==> config.mk <==
export PLATFORM = sky130hd
export DESIGN_NAME = m2_fill_sched
export DESIGN_NICKNAME = d
export VERILOG_FILES = /design/src/rtl/m2_fill_sched.sv
export SDC_FILE = /design/constraint.sdc
export NUM_CORES = 1
export LEC_CHECK = 0
export ABC_AREA = 0
export BUFFER_PORTS_ARGS = -buffer_cell sky130_fd_sc_hd__buf_2
export CORE_ASPECT_RATIO = 1.1
export CORE_MARGIN = 1
export CORE_UTILIZATION = 47
export DETAILED_ROUTE_END_ITERATION = 10
export GPL_TIMING_DRIVEN = 0
export PLACE_DENSITY = 0.76
export SLEW_MARGIN = 30
export SYNTH_ARGS = -nofsm -noshare
export SYNTH_HDL_FRONTEND = slang
export SYNTH_SLANG_ARGS = --single-unit
==> constraint.sdc <==
create_clock -name clk -period 2.6 [get_ports clk]
set_input_delay 0.13 -clock clk [delete_from_list [all_inputs] [get_ports clk]]
set_output_delay 0.13 -clock clk [all_outputs]
set_load 0.02 [all_outputs]
==> src/rtl/m2_fill_sched.sv <==
//==============================================================================
// Module   : m2_fill_sched
// Purpose  : Refills the idle bank of the M2 serializer's ping-pong word memory
//            from NREQ round-robin producers. Optional macro M2_SEQ_SLOT_EN
//            reserves word 0 of each fill for a fill sequence counter.
// Revision : 1.0 - initial release
//==============================================================================
`timescale 1ns/1ps
`default_nettype none

module m2_fill_sched #(
   parameter int                NREQ     = 4,
   parameter int                DATA_W   = 12,
   parameter int                ADDR_W   = 8,
   parameter int                TIMEOUT  = 64,
   parameter logic [DATA_W-1:0] PAD_WORD = '0
) (
   input  logic                     clk,
   input  logic                     reset,
   input  logic                     iSwitch,
   input  logic [NREQ-1:0]          iValid,
   input  logic [NREQ*DATA_W-1:0]   iData,
   output logic [NREQ-1:0]          oGrant,
   output logic                     oWrEn,
   output logic [ADDR_W:0]          oWrAddr,
   output logic [DATA_W-1:0]        oWrData,
   output logic                     oBusy,
   output logic                     oFillDone,
   output logic [7:0]               oOverrunCnt
);

   localparam int c_PTR_W  = $clog2(NREQ);
   localparam int c_WAIT_W = (TIMEOUT > 1) ? $clog2(TIMEOUT) : 1;

   localparam logic [1:0] c_IDLE  = 2'd0;
   localparam logic [1:0] c_ARB   = 2'd1;
   localparam logic [1:0] c_WRITE = 2'd2;
   localparam logic [1:0] c_DONE  = 2'd3;

   logic [1:0]          r_state;
   logic                r_swQ;
   logic                r_bank;
   logic [ADDR_W-1:0]   r_addr;
   logic [c_PTR_W-1:0]  r_rrPtr;
   logic [c_WAIT_W-1:0] r_waitCnt;

   logic                w_edge;
   logic                w_abort;
   logic                w_seqSlot;
   logic [DATA_W-1:0]   w_seqWord;
   logic [2*NREQ-1:0]   w_rot;
   logic                w_found;
   logic [c_PTR_W:0]    w_offset;
   logic [c_PTR_W:0]    w_sum;
   logic [c_PTR_W-1:0]  w_winner;
   logic [c_PTR_W-1:0]  w_nextPtr;
   logic [DATA_W-1:0]   w_winData;

   assign w_edge  = iSwitch ^ r_swQ;
   assign w_abort = w_edge && ((r_state == c_ARB) || (r_state == c_WRITE));

`ifdef M2_SEQ_SLOT_EN
   logic [DATA_W-1:0] r_seqCnt;

   // Counter advances at every fill start, so word 0 carries the pre-increment value.
   always_ff @(posedge clk or negedge reset) begin
      if (!reset) begin
         r_seqCnt <= '0;
      end else if (w_edge) begin
         r_seqCnt <= r_seqCnt + DATA_W'(1);
      end
   end

   assign w_seqSlot = (r_addr == '0);
   assign w_seqWord = r_seqCnt - DATA_W'(1);
`else
   assign w_seqSlot = 1'b0;
   assign w_seqWord = '0;
`endif

   // Rotate the request vector so offset 0 is the round-robin pointer.
   always_comb begin
      w_rot    = {iValid, iValid} >> r_rrPtr;
      w_found  = 1'b0;
      w_offset = '0;
      for (int k = NREQ - 1; k >= 0; k--) begin
         if (w_rot[k]) begin
            w_found  = 1'b1;
            w_offset = (c_PTR_W+1)'(k);
         end
      end
      w_sum = {1'b0, r_rrPtr} + w_offset;
      if (w_sum >= (c_PTR_W+1)'(NREQ)) begin
         w_sum = w_sum - (c_PTR_W+1)'(NREQ);
      end
      w_winner  = w_sum[c_PTR_W-1:0];
      w_nextPtr = (w_winner == c_PTR_W'(NREQ - 1)) ? '0 : w_winner + c_PTR_W'(1);
      w_winData = '0;
      for (int k = 0; k < NREQ; k++) begin
         if (w_winner == c_PTR_W'(k)) begin
            w_winData = iData[k*DATA_W +: DATA_W];
         end
      end
   end

   always_ff @(posedge clk or negedge reset) begin
      if (!reset) begin
         r_state     <= c_IDLE;
         r_swQ       <= 1'b0;
         r_bank      <= 1'b0;
         r_addr      <= '0;
         r_rrPtr     <= '0;
         r_waitCnt   <= '0;
         oGrant      <= '0;
         oWrEn       <= 1'b0;
         oWrAddr     <= '0;
         oWrData     <= '0;
         oBusy       <= 1'b0;
         oFillDone   <= 1'b0;
         oOverrunCnt <= '0;
      end else begin
         r_swQ     <= iSwitch;
         oFillDone <= (r_state == c_DONE);
         // Any switch edge starts a fresh fill of the bank the serializer just left.
         if (w_edge) begin
            r_addr    <= '0;
            r_bank    <= ~iSwitch;
            r_waitCnt <= '0;
            oBusy     <= 1'b1;
            oWrEn     <= 1'b0;
            oGrant    <= '0;
            r_state   <= c_ARB;
            if (w_abort && (oOverrunCnt != 8'hFF)) begin
               oOverrunCnt <= oOverrunCnt + 8'd1;
            end
         end else begin
            case (r_state)
               c_IDLE: begin
                  r_state <= c_IDLE;
               end
               c_ARB: begin
                  if (w_seqSlot) begin
                     oWrEn     <= 1'b1;
                     oGrant    <= '0;
                     oWrData   <= w_seqWord;
                     oWrAddr   <= {r_bank, r_addr};
                     r_waitCnt <= '0;
                     r_state   <= c_WRITE;
                  end else if (w_found) begin
                     oWrEn     <= 1'b1;
                     oGrant    <= NREQ'(1) << w_winner;
                     oWrData   <= w_winData;
                     oWrAddr   <= {r_bank, r_addr};
                     r_rrPtr   <= w_nextPtr;
                     r_waitCnt <= '0;
                     r_state   <= c_WRITE;
                  end else if (r_waitCnt == c_WAIT_W'(TIMEOUT - 1)) begin
                     oWrEn     <= 1'b1;
                     oGrant    <= '0;
                     oWrData   <= PAD_WORD;
                     oWrAddr   <= {r_bank, r_addr};
                     r_waitCnt <= '0;
                     r_state   <= c_WRITE;
                  end else begin
                     r_waitCnt <= r_waitCnt + c_WAIT_W'(1);
                  end
               end
               c_WRITE: begin
                  oWrEn  <= 1'b0;
                  oGrant <= '0;
                  if (r_addr == '1) begin
                     r_state <= c_DONE;
                  end else begin
                     r_addr  <= r_addr + ADDR_W'(1);
                     r_state <= c_ARB;
                  end
               end
               c_DONE: begin
                  oBusy   <= 1'b0;
                  r_state <= c_IDLE;
               end
               default: begin
                  r_state <= c_IDLE;
               end
            endcase
         end
      end
   end

endmodule

`default_nettype wire

==> results.json <==
{
  "start_kind": "register",
  "gp_congestion": 0.840,
  "yosysTopAreaCell": "dfrtp_1",
  "worst_slack_ps": 22.6,
  "place_area_sq_um": 3680,
  "path_class": "register to register",
  "worstPathArrival_ps": 2780,
  "syn_area_per_cell_sq_um": 9.43,
  "grt_pass1_wl_um": 11900,
  "synth-warning-count": 0,
  "grt_pass1_vias": 2602,
  "switchingPower_mw": 2.23,
  "ant_nets": 0,
  "grt-ovfl-total": 0,
  "fin_area_sq_um": 4090,
  "drt_iter0_drc": 180,
  "switching_share": 0.455,
  "grt_max_degree": 57,
  "antenna_found_initial": 0,
  "hold_viol": 0,
  "power_frac_comb": 0.644,
  "route.detailed.drc": 0,
  "synth-seq-cells": 56,
  "fin_util": 0.648,
  "dr.pass1.iters": 4,
  "row_count": 30,
  "finalSetupTns_ps": 0,
  "syn-num-nets": 399,
  "fmax_mhz": 388,
  "area_delta_synth_final_pct": 30.6,
  "synth_edf_count": 0,
  "cts_tree": "built",
  "finalSetupViolCount": 0,
  "initial_core_util": 0.496,
  "cts_max_path_buffers": 2,
  "fp.dieW_um": 79.8,
  "nNetsFinal": 504,
  "syn_inst": 332,
  "drt_wl_total_um": 7910,
  "synthArstFlopShare": 1.00,
  "critical_path.max_fanout": 8,
  "clk_pin_slew_ps": 100,
  "hpwlAfterDp_um": 5420,
  "htreeDepth": 2,
  "synth.distinct_cells": 49,
  "drv_cap": 0,
  "timing.final.crit_share": 0.991,
  "status": "completed",
  "drive_above_1_share": 0.331,
  "worst_pin_slew_ps": 803,
  "cts.sinks": 56,
  "p_per_area_nw_per_um2": 1200,
  "fp.coreArea_sq_um": 6310,
  "period_minus_slack_ps": 2580,
  "hold_slack_ps": 123,
  "yosys-top-cells-area": "dfrtp_1 (45%), a21oi_1 (5.6%), ha_1 (4.8%), mux2_1 (4.0%), nand2_1 (3.6%)",
  "p_seq_frac": 0.256,
  "synth_top_area_frac": 0.448,
  "synth_ff_type": "dfrtp_1",
  "cts_buffers": 5,
  "dp_slack_ps": -447,
  "clock_latency_ps": 310,
  "clockPowerShare": 0.100,
  "ios": 91,
  "critPathCaptureType": "register",
  "p_int_mw": 2.67,
  "cts_root_buffer": "clkbuf_8",
  "port-buffer-count": 89,
  "synth_area_sq_um": 3130,
  "rsz0062_at_grt": "true",
  "dp_cells": 501,
  "layoutNonFillerInstCount": 518,
  "seq_area_frac_synth": 0.448,
  "crit_required_ps": 2800,
  "drv_slew": 0,
  "num_vias": 2865,
  "finClkSkew_ps": 4.49,
  "grt_usage": 0.221,
  "die_y_um": 87.6,
  "die-area_sq_um": 6990,
  "finalPower_mw": 4.90,
  "ir_drop_mv": 1.17,
  "relSlewSlack": 0.463,
  "hp-class": "input pin to register",
  "antenna_cells": 0,
  "routed_via_density": 5.53,
  "p_leak_nw": 1.95,
  "drt-wirelength-per-cell_um": 15.3
}
==> per-layer routing <==
metal	wire length, um	GRT usage	share of wire	up-vias
met1	3390	0.284	0.43	1348
met4	120	0.0747	0.015	0
met3	464	0.0385	0.059	11
met2	3940	0.378	0.50	104
li1	-	-	-	1402
met5	0	0	0	-
==> kinds of logic after synthesis <==
family,synth area share
mux,0.0524
buf+inv,0.0595
flops,0.448
compound gates,0.217
simple gates,0.135
xor+xnor,0.0364
fa+ha+maj,0.0512
==> final cells by class <==
| cell class | instances | area, sq um |
|---|---|---|
| plain buffers | 17 | 153 |
| well taps | 80 | 100 |
| flip-flops and latches | 56 | 1400 |
| clock buffers | 5 | 68.8 |
| inverters | 23 | 86.3 |
| multi-input cells | 232 | 1700 |
| clock inverters | 3 | 22.5 |
| fillers | 539 | 2220 |
| repair buffers | 102 | 558 |
==> cell usage after synthesis (2+ instances only) <==
cell	instances
a211oi_1	2
a21oi_1	35
a22oi_1	13
a31oi_1	4
and3_1	3
buf_2	2
buf_6	2
clkbuf_1	15
dfrtp_1	56
ha_1	12
inv_1	23
mux2_1	11
mux2i_1	4
nand2_1	30
nand3_1	16
nor2_1	14
nor2b_1	3
nor3_1	5
nor4_1	2
o211ai_1	3
o21a_1	2
o21ai_0	13
o21ai_1	11
o2bb2ai_1	12
o31ai_1	3
or3_1	2
xnor2_1	6
xor2_1	7
==> registers in the layout (all words and copies together) (netlist names), 2 cells and up <==
name,cells
oGrant,4
oOverrunCnt,8
oWrAddr,9
oWrData,12
r_addr,8
r_rrPtr,2
r_state,2
r_waitCnt,6
==> power groups by stage <==
stage,sequential (mW),combinational (mW),clock [mW]
after CTS,1.23,2.69,0.504
after global placement,1.23,2.28,0
after floorplan,1.44,1.46,0
final,1.25,3.16,0.491
after global routing,1.28,3.39,0.546
after detailed placement,1.25,2.33,0
==> cell usage in the layout (no fill, tap or decap), types with 10 or more instances in the layout <==
cell,synthesis,final
a21oi_1,35,31
o2bb2ai_1,12,12
nor2_1,14,14
dfrtp_1,56,56
buf_4,1,11
o21ai_1,11,20
inv_1,23,23
nand2_1,30,30
buf_2,2,90
nand3_1,16,16
mux2_1,11,11
a22oi_1,13,10
==> worst max-delay path: stages (launching register included) <==
cell and delay [ps]:
dfrtp_1 420, buf_8 150, nor4_4 240, a21oi_1 60, o211ai_1 110, ha_2 250, xor2_4 260, xor2_4 130
ha_4 230, buf_8 140, a21oi_1 100, o21ai_1 80, a22oi_1 190, o2bb2ai_1 110
==> worst paths after layout <==
| kind | slack [ps] | to | from | cells past startpoint |
|---|---|---|---|---|
| worst max-delay path | 20 | oWrData[4] | r_rrPtr[0] | 13 |
| worst min-delay path | 120 | oWrData[0] | iData[36] | 3 |
| worst max register to register | 20 | oWrData[4] | r_rrPtr[0] | 13 |
| worst min register to register | 490 | oWrData[5] | oWrData[5] | 1 |
| max in group asynchronous | 1750 | r_rrPtr[0] | reset | 2 |
| min in group asynchronous | 380 | oWrAddr[7] | reset | 2 |
==> timing repair <==
| item | in CTS | in global routing |
|---|---|---|
| endpoints found under the hold margin | 57 | 0 |
| endpoints found under the setup margin | 17 | 14 |
| gates resized for setup | 22 | 45 |
| setup buffers | 7 | 2 |
| pin swaps | 11 | 19 |
| gates cloned | 2 | 0 |
| hold buffers | 2 | 0 |
No activity file was read; power rests on OpenSTA's default activity.
